File: src/rtl/apu_framectl.sv
`default_nettype none
// ============================================================================
//  Module   : apu_framectl
//  Purpose  : APU frame-counter register controller. Decodes $4017 writes and
//             $4015 reads, holds mode/IRQ-enable and sequences the delayed
//             timer reset (update) and IRQ-clear strobes (clrint).
//  Options  : APU_FRAMECTL_JITTER_EN - delay follows sampled apu_cycle (3/4).
//  Revision : 1.0 - initial release
// ============================================================================
module apu_framectl #(
    parameter logic [4:0] ADDR_FC = 5'h17,
    parameter logic [4:0] ADDR_ST = 5'h15
) (
    input  logic       clk,
    input  logic       rst_n,
    input  logic       cpu_wr,
    input  logic       cpu_rd,
    input  logic [4:0] cpu_addr,
    input  logic [7:0] cpu_wdata,
    input  logic       apu_cycle,
    input  logic       frame_irq,
    output logic       mode,
    output logic       interrupt_en,
    output logic       update,
    output logic       clrint,
    output logic       st_frame_irq,
    output logic       busy
);

    typedef enum logic [1:0] {
        S_IDLE  = 2'd0,
        S_DELAY = 2'd1,
        S_FIRE  = 2'd2
    } state_t;

    state_t     r_state;
    logic [1:0] r_cnt;
    logic       r_pend_mode;

    logic       w_wr_fc;
    logic       w_rd_st;
    logic [1:0] w_load;
    logic       w_unused;

    assign w_wr_fc = cpu_wr && (cpu_addr == ADDR_FC);
    // A simultaneous write wins the bus; the read side is dropped entirely.
    assign w_rd_st = cpu_rd && !cpu_wr && (cpu_addr == ADDR_ST);

`ifdef APU_FRAMECTL_JITTER_EN
    assign w_load = apu_cycle ? 2'd3 : 2'd2;
`else
    assign w_load = 2'd2;
`endif

    assign w_unused = ^{cpu_wdata[5:0], apu_cycle};

    always_ff @(posedge clk) begin
        if (!rst_n) begin
            r_state      <= S_IDLE;
            r_cnt        <= 2'd0;
            r_pend_mode  <= 1'b0;
            mode         <= 1'b0;
            interrupt_en <= 1'b1;
            update       <= 1'b0;
            clrint       <= 1'b0;
            st_frame_irq <= 1'b0;
            busy         <= 1'b0;
        end else begin
            update <= 1'b0;
            clrint <= (w_wr_fc && cpu_wdata[6]) || w_rd_st;

            if (w_rd_st) begin
                st_frame_irq <= frame_irq;
            end

            if (w_wr_fc) begin
                // Any write restarts the delay; a pending write is discarded.
                r_pend_mode  <= cpu_wdata[7];
                interrupt_en <= ~cpu_wdata[6];
                r_cnt        <= w_load;
                r_state      <= S_DELAY;
                busy         <= 1'b1;
            end else begin
                case (r_state)
                    S_DELAY: begin
                        r_cnt <= r_cnt - 2'd1;
                        busy  <= 1'b1;
                        if (r_cnt == 2'd1) begin
                            r_state <= S_FIRE;
                            update  <= 1'b1;
                            mode    <= r_pend_mode;
                        end
                    end
                    S_FIRE: begin
                        r_state <= S_IDLE;
                        busy    <= 1'b0;
                    end
                    default: begin
                        r_state <= S_IDLE;
                        r_cnt   <= 2'd0;
                        busy    <= 1'b0;
                    end
                endcase
            end
        end
    end

endmodule
`default_nettype wire

File: config.mk
export PLATFORM = sky130hd
export DESIGN_NAME = apu_framectl
export DESIGN_NICKNAME = d
export VERILOG_FILES = /design/src/rtl/apu_framectl.sv
export SDC_FILE = /design/constraint.sdc
export NUM_CORES = 1
export LEC_CHECK = 0
export BUFFER_PORTS_ARGS = -buffer_cell sky130_fd_sc_hd__buf_2
export CORE_AREA = 2 2 39 41
export DETAILED_ROUTE_END_ITERATION = 10
export DIE_AREA = 0 0 41 43
export GPL_ROUTABILITY_DRIVEN = 0
export GPL_TIMING_DRIVEN = 1
export PLACE_DENSITY = 0.76
export SKIP_LAST_GASP = 1
export SLEW_MARGIN = 5
export SYNTH_ARGS = -nofsm -noshare
export SYNTH_HDL_FRONTEND = slang
export SYNTH_SLANG_ARGS = --single-unit
File: constraint.sdc
create_clock -name clk -period 1.45 [get_ports clk]
set_clock_uncertainty 0.1 [all_clocks]
set_input_delay 0.29 -clock clk [delete_from_list [all_inputs] [get_ports clk]]
set_output_delay 0.29 -clock clk [all_outputs]
set_load 0.005 [all_outputs]
==> metrics.txt, run 1 <==
# TYPE chip_impl_metric gauge
chip_impl_metric{name="dpl.hpwl",unit="µm"} 712.2
chip_impl_metric{name="die_y",unit="µm"} 43
chip_impl_metric{name="setup_viol_count_final",unit=""} 0
chip_impl_info{name="grt_setup_unrepaired",value="no"} 1
chip_impl_metric{name="core",unit="µm²"} 1384
chip_impl_metric{name="worstPathRequired",unit="ns"} 1.55
chip_impl_metric{name="post_drt_wl_per_cell",unit="µm"} 10.38
chip_impl_metric{name="synth_cell_types",unit=""} 26
chip_impl_metric{name="fillers",unit=""} 150
chip_impl_metric{name="drc_violation_total_after_the_first_tritonroute_iteration",unit=""} 3
chip_impl_metric{name="seq_area",unit="µm²"} 220.2
chip_impl_metric{name="cts.reportedPaths.clkPinSlew",unit="ns"} 0.07
chip_impl_metric{name="hold_viol",unit=""} 0
chip_impl_metric{name="num_rows",unit=""} 14
chip_impl_metric{name="cts-resized-gates",unit=""} 0
chip_impl_metric{name="drv_cap",unit=""} 0
chip_impl_metric{name="power_switching",unit="W"} 0.0001219
chip_impl_info{name="hp-class",value="input port to flop"} 1
chip_impl_metric{name="critPathArrivalTime",unit="ns"} 1.28
chip_impl_info{name="top_regs",value="r_cnt: 2 flops, r_state: 2 flops"} 1
chip_impl_metric{name="internal_power",unit="W"} 0.0004275
chip_impl_metric{name="postCtsHoldBufs",unit=""} 0
chip_impl_metric{name="finalCritPeriodShare",unit=""} 0.8116
chip_impl_metric{name="htree_num_levels",unit=""} 1
chip_impl_metric{name="grt_overflow",unit=""} 0
chip_impl_metric{name="io_pins",unit=""} 25
chip_impl_info{name="cts_tree",value="yes"} 1
chip_impl_metric{name="drc",unit=""} 0
chip_impl_metric{name="grt_usage",unit=""} 0.1271
chip_impl_metric{name="ir_worst_vdd",unit="mV"} 0.4371
chip_impl_metric{name="slew_violations",unit=""} 0
chip_impl_metric{name="number_of_global_route_vias_before_repair",unit=""} 392
chip_impl_metric{name="dr.pass1.iters",unit=""} 4
chip_impl_metric{name="cellPowerDensity",unit="nW/µm²"} 920.7
chip_impl_info{name="worstSetupStartpointType",value="flop"} 1
chip_impl_metric{name="seq_power_share",unit=""} 0.555
chip_impl_metric{name="avgSynthCellArea",unit="µm²"} 9.089
chip_impl_metric{name="timing_worst_slew_pin_value",unit="ns"} 0.3693
chip_impl_metric{name="grt_antenna_before_repair",unit=""} 0
chip_impl_metric{name="max_freq",unit="GHz"} 0.8498
chip_impl_metric{name="clock_sinks",unit=""} 11
chip_impl_metric{name="share_clk_of_total_power",unit=""} 0.380
chip_impl_metric{name="ys_seq_area_frac",unit=""} 0.4571
chip_impl_metric{name="syn-cell-area",unit="µm²"} 481.7
chip_impl_info{name="criticalPathCategory",value="flop to flop"} 1
chip_impl_metric{name="hold_slack",unit="ns"} 0.1788
chip_impl_metric{name="period_minus_slack",unit="ns"} 1.177
chip_impl_metric{name="synthToLayoutAreaGrowth",unit="%"} 23.90
chip_impl_metric{name="synth_cells",unit=""} 53
chip_impl_metric{name="dieArea",unit="µm²"} 1763
chip_impl_info{name="run_status",value="complete, no violations"} 1
chip_impl_metric{name="maxSlewHeadroom",unit=""} 0.7529
chip_impl_metric{name="initial_core_util",unit=""} 0.3481
chip_impl_metric{name="yosys_warnings",unit=""} 0
chip_impl_metric{name="die-width",unit="µm"} 41
chip_impl_metric{name="detail-route-antenna-nets",unit=""} 0
chip_impl_metric{name="drive_gt1_frac",unit=""} 0.2917
chip_impl_metric{name="detail_route.wirelength",unit="µm"} 913
chip_impl_metric{name="placement.io_buffers",unit=""} 17
chip_impl_metric{name="number_of_synthesized_register_bits",unit=""} 11
chip_impl_metric{name="post_cts_buffers",unit=""} 0
chip_impl_metric{name="multi_input_logic_area",unit="µm²"} 230.2
chip_impl_metric{name="grt_first_pass_wirelength",unit="mm"} 1.455
chip_impl_metric{name="clockBufferDepth",unit=""} 2
chip_impl_info{name="timing.critical_path.to_type",value="flop"} 1
chip_impl_info{name="cts.root.buffer_cell",value="sky130_fd_sc_hd__clkbuf_4"} 1
chip_impl_metric{name="pin_count_of_the_biggest_net_entering_global_routing",unit=""} 9
chip_impl_metric{name="path_max_fanout",unit=""} 5
chip_impl_metric{name="power_frac_comb",unit=""} 0.065
chip_impl_metric{name="vias",unit=""} 428
chip_impl_metric{name="netSwitchingFraction",unit=""} 0.2219
chip_impl_metric{name="numCtsBuffers",unit=""} 3
chip_impl_metric{name="via_to_cell_ratio",unit=""} 4.864
chip_impl_metric{name="final_net_count",unit=""} 93
chip_impl_metric{name="antenna_cells",unit=""} 0
chip_impl_metric{name="postSynthNetCount",unit=""} 73
chip_impl_metric{name="worstSkewPairLatency",unit="ns"} 0.27
chip_impl_metric{name="power.leakage",unit="nW"} 0.2593
chip_impl_metric{name="setup-tns-final",unit="ns"} 0
==> logic make-up after synthesis <==
group | count (synthesis) | synth area share
fa+ha+maj | 1 | 0.02597
compound gates | 13 | 0.1870
mux | 1 | 0.02078
simple gates | 21 | 0.2442
buf+inv | 6 | 0.06491
flops | 11 | 0.4571
==> Yosys cell counts <==
cell type,n,area share
sky130_fd_sc_hd__dfxtp_1,11,0.46
sky130_fd_sc_hd__o2bb2ai_1,1,0.018
sky130_fd_sc_hd__and3b_1,1,0.018
sky130_fd_sc_hd__o21ai_0,1,0.010
sky130_fd_sc_hd__and2_1,1,0.013
sky130_fd_sc_hd__nand4_1,1,0.013
sky130_fd_sc_hd__ha_1,1,0.026
sky130_fd_sc_hd__nor2_1,4,0.031
sky130_fd_sc_hd__and3_1,2,0.026
sky130_fd_sc_hd__nand2b_1,1,0.013
sky130_fd_sc_hd__nor2b_1,1,0.013
sky130_fd_sc_hd__inv_1,4,0.031
sky130_fd_sc_hd__nor4_1,2,0.026
sky130_fd_sc_hd__nand3_1,1,0.010
sky130_fd_sc_hd__buf_6,1,0.023
sky130_fd_sc_hd__o21a_1,4,0.062
sky130_fd_sc_hd__nor3_1,1,0.010
sky130_fd_sc_hd__clkbuf_2,1,0.010
sky130_fd_sc_hd__nand4b_1,1,0.018
sky130_fd_sc_hd__and4b_1,1,0.021
sky130_fd_sc_hd__a21oi_1,4,0.042
sky130_fd_sc_hd__mux2i_1,1,0.021
sky130_fd_sc_hd__nand2_1,4,0.031
sky130_fd_sc_hd__o21ai_1,1,0.010
sky130_fd_sc_hd__a211oi_2,1,0.026
sky130_fd_sc_hd__a31o_1,1,0.018
==> path summary, 6_finish.rpt <==
check               startpoint           to  slack, ns  depth (start not counted)
hold / removal    cpu_wdata[7]  r_pend_mode       0.18                          3
setup reg to reg    r_state[1]         mode       0.27                          3
hold reg to reg           mode         mode       0.37                          2
setup / recovery    r_state[1]         mode       0.27                          3
==> routing by layer <==
layer | routed length [µm] | global-route usage | vias up
met4 | 8 | 0.06000 | 0
met1 | 389 | 0.1275 | 189
met3 | 71 | 0.07853 | 2
li1 | - | - | 224
met2 | 444 | 0.1969 | 13
met5 | 0 | 0 | -
==> cell usage in the layout (no fill, tap or decap), drive strengths merged <==
cell	instances
buf	17
dfxtp	11
inv	4
nand2	4
nor2	4
o21a	4
a21oi	4
clkbuf	4
and3	2
nor4	2
o21ai	2
nand4b	1
nand2b	1
and3b	1
nor3	1
nor2b	1
o2bb2ai	1
and4b	1
and2	1
nand3	1
a211oi	1
mux2i	1
nand4	1
a31o	1
ha	1
==> worst max-delay path, cell delays in order, from the launching register on <==
cell and delay (ns):
sky130_fd_sc_hd__dfxtp_1 0.34, sky130_fd_sc_hd__nand2b_1 0.21, sky130_fd_sc_hd__a211oi_2 0.24, sky130_fd_sc_hd__mux2i_1 0.21
==> power by group through the flow <==
stage / clock network, W / registers, W / logic (W)
after floorplan: 0 / 0.000312 / 0.0000178
after global placement: 0 / 0.000312 / 0.0000348
after detailed placement: 0 / 0.000312 / 0.0000356
after CTS: 0.000215 / 0.000305 / 0.0000358
after global routing: 0.000233 / 0.000305 / 0.0000409
final: 0.000209 / 0.000305 / 0.0000357
==> cell type report <==
type                    instances  area share
inverters                       4     0.02516
repair buffers                 17      0.1426
clock buffers                   4     0.04403
flip-flops and latches         11      0.3690
multi-input cells              36      0.3857
well taps                      16     0.03354
==> per-stage QoR <==
stage                     instance area [µm²]  power (W)    util  setup WS, ns  cells
after detailed placement                570.5  0.0003475  0.4123        0.1556     84
after global routing                    596.8  0.0005789  0.4313        0.1951     88
final                                   596.8  0.0005495  0.4313        0.2732     88
after floorplan                         481.7  0.0003297       -        0.3038     53
after CTS                               596.8  0.0005556  0.4313        0.2646     88
after global placement                  570.5  0.0003467  0.4123        0.1752     84
Power figures use the tool's default switching activity.
==> run 2, diff against run 1 <==
==> constraint.sdc (replaced) <==
create_clock -name clk -period 1.1 [get_ports clk]
set_clock_uncertainty 0.1 [all_clocks]
set_input_delay 0.22 -clock clk [delete_from_list [all_inputs] [get_ports clk]]
set_output_delay 0.22 -clock clk [all_outputs]
set_load 0.005 [all_outputs]
==> run 2 against run 1 <==
Net effect:
- first-iteration DRC count rose to 4.0 times the previous value
- cell count up 8.0%
- wire length up 12%
- via count up 9.3%
- total power up 33%
- register-to-register slack worse by 0.26 ns
==> metrics.txt, run 2 (synthesized netlist as in run 1, its figures left out) <==
# TYPE chip_impl_metric gauge
chip_impl_metric{name="final_design_area_no_fill",unit="µm²"} 678.2
chip_impl_metric{name="initial_core_util",unit=""} 0.3481
chip_impl_info{name="timing.critical_path.to_type",value="flop"} 1
chip_impl_metric{name="wl_met1",unit="µm"} 426
chip_impl_metric{name="detail_route.wirelength",unit="mm"} 1.023
chip_impl_info{name="rr_startpoint",value="r_cnt[1]"} 1
chip_impl_metric{name="critical_path.max_stage_delay",unit="ns"} 0.32
chip_impl_metric{name="finalCritPeriodShare",unit=""} 0.9900
chip_impl_metric{name="met3WireLength",unit="µm"} 64
chip_impl_metric{name="num_rows",unit=""} 14
chip_impl_metric{name="hold_viol",unit=""} 0
chip_impl_metric{name="timing_worst_slew_pin_value",unit="ns"} 0.2426
chip_impl_metric{name="maxSlewHeadroom",unit=""} 0.8381
chip_impl_metric{name="io_pins",unit=""} 25
chip_impl_metric{name="seq_area",unit="µm²"} 229.0
chip_impl_metric{name="drive_gt1_frac",unit=""} 0.4430
chip_impl_metric{name="postCtsHoldBufs",unit=""} 0
chip_impl_info{name="top_regs",value="r_cnt: 2 flops, r_state: 2 flops"} 1
chip_impl_metric{name="detail-route-antenna-nets",unit=""} 0
chip_impl_metric{name="layout.core_utilization",unit=""} 0.4901
chip_impl_metric{name="worstPathRequired",unit="ns"} 1.20
chip_impl_metric{name="path_max_fanout",unit=""} 3
chip_impl_metric{name="cp.buffers_inverters",unit=""} 2
chip_impl_metric{name="worstSkewPairLatency",unit="ns"} 0.27
chip_impl_metric{name="synthToLayoutAreaGrowth",unit="%"} 40.78
chip_impl_metric{name="fillers",unit=""} 132
chip_impl_metric{name="multi_input_logic_area",unit="µm²"} 250.2
chip_impl_info{name="hp-class",value="input port to flop"} 1
chip_impl_info{name="critical_path.cell_chain",value="inv_2, ha_4, inv_2, a211oi_2, mux2i_1"} 1
chip_impl_info{name="cts_tree",value="yes"} 1
chip_impl_metric{name="cts.reportedPaths.clkPinSlew",unit="ns"} 0.07
chip_impl_metric{name="grt_overflow",unit=""} 0
chip_impl_metric{name="setup_ws",unit="ns"} 0.01103
chip_impl_metric{name="ir_worst_vdd",unit="mV"} 0.5436
chip_impl_metric{name="max_freq",unit="GHz"} 0.9183
chip_impl_metric{name="placement.io_buffers",unit=""} 17
chip_impl_metric{name="htree_num_levels",unit=""} 1
chip_impl_metric{name="clockBufferDepth",unit=""} 2
chip_impl_info{name="slowest_stage",value="sky130_fd_sc_hd__dfxtp_2"} 1
chip_impl_metric{name="numCtsBuffers",unit=""} 3
chip_impl_metric{name="drc",unit=""} 0
chip_impl_metric{name="dpl.hpwl",unit="µm"} 755
chip_impl_info{name="cts.root.buffer_cell",value="sky130_fd_sc_hd__clkbuf_4"} 1
chip_impl_metric{name="die-width",unit="µm"} 41
chip_impl_info{name="criticalPathCategory",value="flop to flop"} 1
chip_impl_metric{name="post-layout-total-power",unit="W"} 0.0007326
chip_impl_metric{name="core",unit="µm²"} 1384
chip_impl_info{name="run_status",value="complete, no violations"} 1
chip_impl_metric{name="dp_slack",unit="ns"} -0.1329
chip_impl_metric{name="wl_met2",unit="µm"} 520
chip_impl_info{name="layout.cells.most_common",value="sky130_fd_sc_hd__buf_2"} 1
chip_impl_info{name="hp-start",value="cpu_wdata[7]"} 1
chip_impl_info{name="most_repeated_library_cell_on_the_critical_path",value="sky130_fd_sc_hd__inv_2"} 1
chip_impl_metric{name="final_net_count",unit=""} 100
chip_impl_metric{name="drc_violation_total_after_the_first_tritonroute_iteration",unit=""} 12
chip_impl_metric{name="dpl_cell_area",unit="µm²"} 615.6
chip_impl_info{name="crit_start",value="r_cnt[1]"} 1
chip_impl_info{name="worstSetupStartpointType",value="flop"} 1
chip_impl_metric{name="critPathArrivalTime",unit="ns"} 1.19
chip_impl_info{name="grt_setup_unrepaired",value="yes"} 1
chip_impl_metric{name="dieArea",unit="µm²"} 1763
chip_impl_metric{name="cellPowerDensity",unit="nW/µm²"} 1080
chip_impl_metric{name="number_of_global_route_vias_before_repair",unit=""} 466
chip_impl_metric{name="clock_sinks",unit=""} 11
chip_impl_metric{name="grt_first_pass_wirelength",unit="mm"} 1.697
chip_impl_metric{name="regToRegSetupSlack",unit="ns"} 0.01
chip_impl_metric{name="vias",unit=""} 468
chip_impl_metric{name="slew_violations",unit=""} 0
chip_impl_metric{name="power.leakage",unit="nW"} 0.2999
chip_impl_metric{name="period_minus_slack",unit="ns"} 1.089
chip_impl_metric{name="grt_usage",unit=""} 0.1452
chip_impl_info{name="final_cell_mix",value="17 x sky130_fd_sc_hd__buf_2, 8 x sky130_fd_sc_hd__dfxtp_1, 7 x sky130_fd_sc_hd__buf_4"} 1
chip_impl_metric{name="drv_cap",unit=""} 0
chip_impl_metric{name="antenna_cells",unit=""} 0
chip_impl_info{name="critPathTopFamily",value="flip-flops"} 1
chip_impl_info{name="topRoutingLayerUsed",value="met4"} 1
chip_impl_metric{name="setup_viol_count_final",unit=""} 0
chip_impl_metric{name="die_y",unit="µm"} 43
chip_impl_metric{name="grt_antenna_before_repair",unit=""} 0
chip_impl_metric{name="via_to_cell_ratio",unit=""} 4.926
chip_impl_metric{name="post_drt_wl_per_cell",unit="µm"} 10.77
chip_impl_metric{name="pin_count_of_the_biggest_net_entering_global_routing",unit=""} 8
chip_impl_metric{name="dr.pass1.iters",unit=""} 4
[run 2: cell types whose count changed in the layout (fill, tap and decap cells not counted)]
cell	previous run	this run
sky130_fd_sc_hd__buf_4	0	7
sky130_fd_sc_hd__dfxtp_1	11	8
sky130_fd_sc_hd__dfxtp_2	0	1
sky130_fd_sc_hd__dfxtp_4	0	2
sky130_fd_sc_hd__ha_1	1	0
sky130_fd_sc_hd__ha_4	0	1
sky130_fd_sc_hd__inv_1	4	2
sky130_fd_sc_hd__inv_2	0	2
sky130_fd_sc_hd__nand2b_1	1	0
sky130_fd_sc_hd__nand2b_4	0	1
[run 2: metrics by stage]
stage | cells | hold slack (ns) | TNS [ns]
final | 95 | 0.1025 | 0
after global routing | 95 | 0.09839 | -0.05807
after CTS | 95 | 0.09317 | -0.03382
after detailed placement | 90 | 0.3562 | -0.4587
after global placement | 90 | 0.3488 | -0.3245
after floorplan | 53 | 0.2677 | 0
[run 2: tightest hold or removal path, cell delays in order]
cell and delay (ns):
sky130_fd_sc_hd__buf_2 0.09, sky130_fd_sc_hd__nand3_1 0.06, sky130_fd_sc_hd__a21oi_1 0.06
[run 2: power by group]
part | internal (W) | switching [W] | leakage (nW) | total [W]
Combinational | 0.0000295 | 0.0000278 | 0.194 | 0.0000573
Sequential | 0.000396 | 0.00000167 | 0.0908 | 0.000398
Clock | 0.000141 | 0.000137 | 0.0150 | 0.000277
[run 2: metal layers]
metal | vias up | GRT usage
met3 | 3 | 0.06283
met2 | 16 | 0.2281
met1 | 211 | 0.1531
li1 | 238 | -
met5 | - | 0
met4 | 0 | 0.08000
[run 2: worst paths after layout]
kind         depth (start not counted)          end
max reg2reg                          5         mode
min reg2reg                          2         mode
min                                  3  r_pend_mode
max                                  5         mode
[run 2: timing repair]
item / 4_1_cts / 5_1_grt
pin swaps: 1 / 1
setup buffers: 1 / 0
endpoints found under the setup margin: 2 / 3
resized for setup: 6 / 4
[run 2: layout make-up]
cell class / count / area share
clock buffers: 4 / 0.03875
multi-input cells: 36 / 0.3690
flip-flops and latches: 11 / 0.3376
repair buffers: 24 / 0.2030
well taps: 16 / 0.02952
inverters: 4 / 0.02214
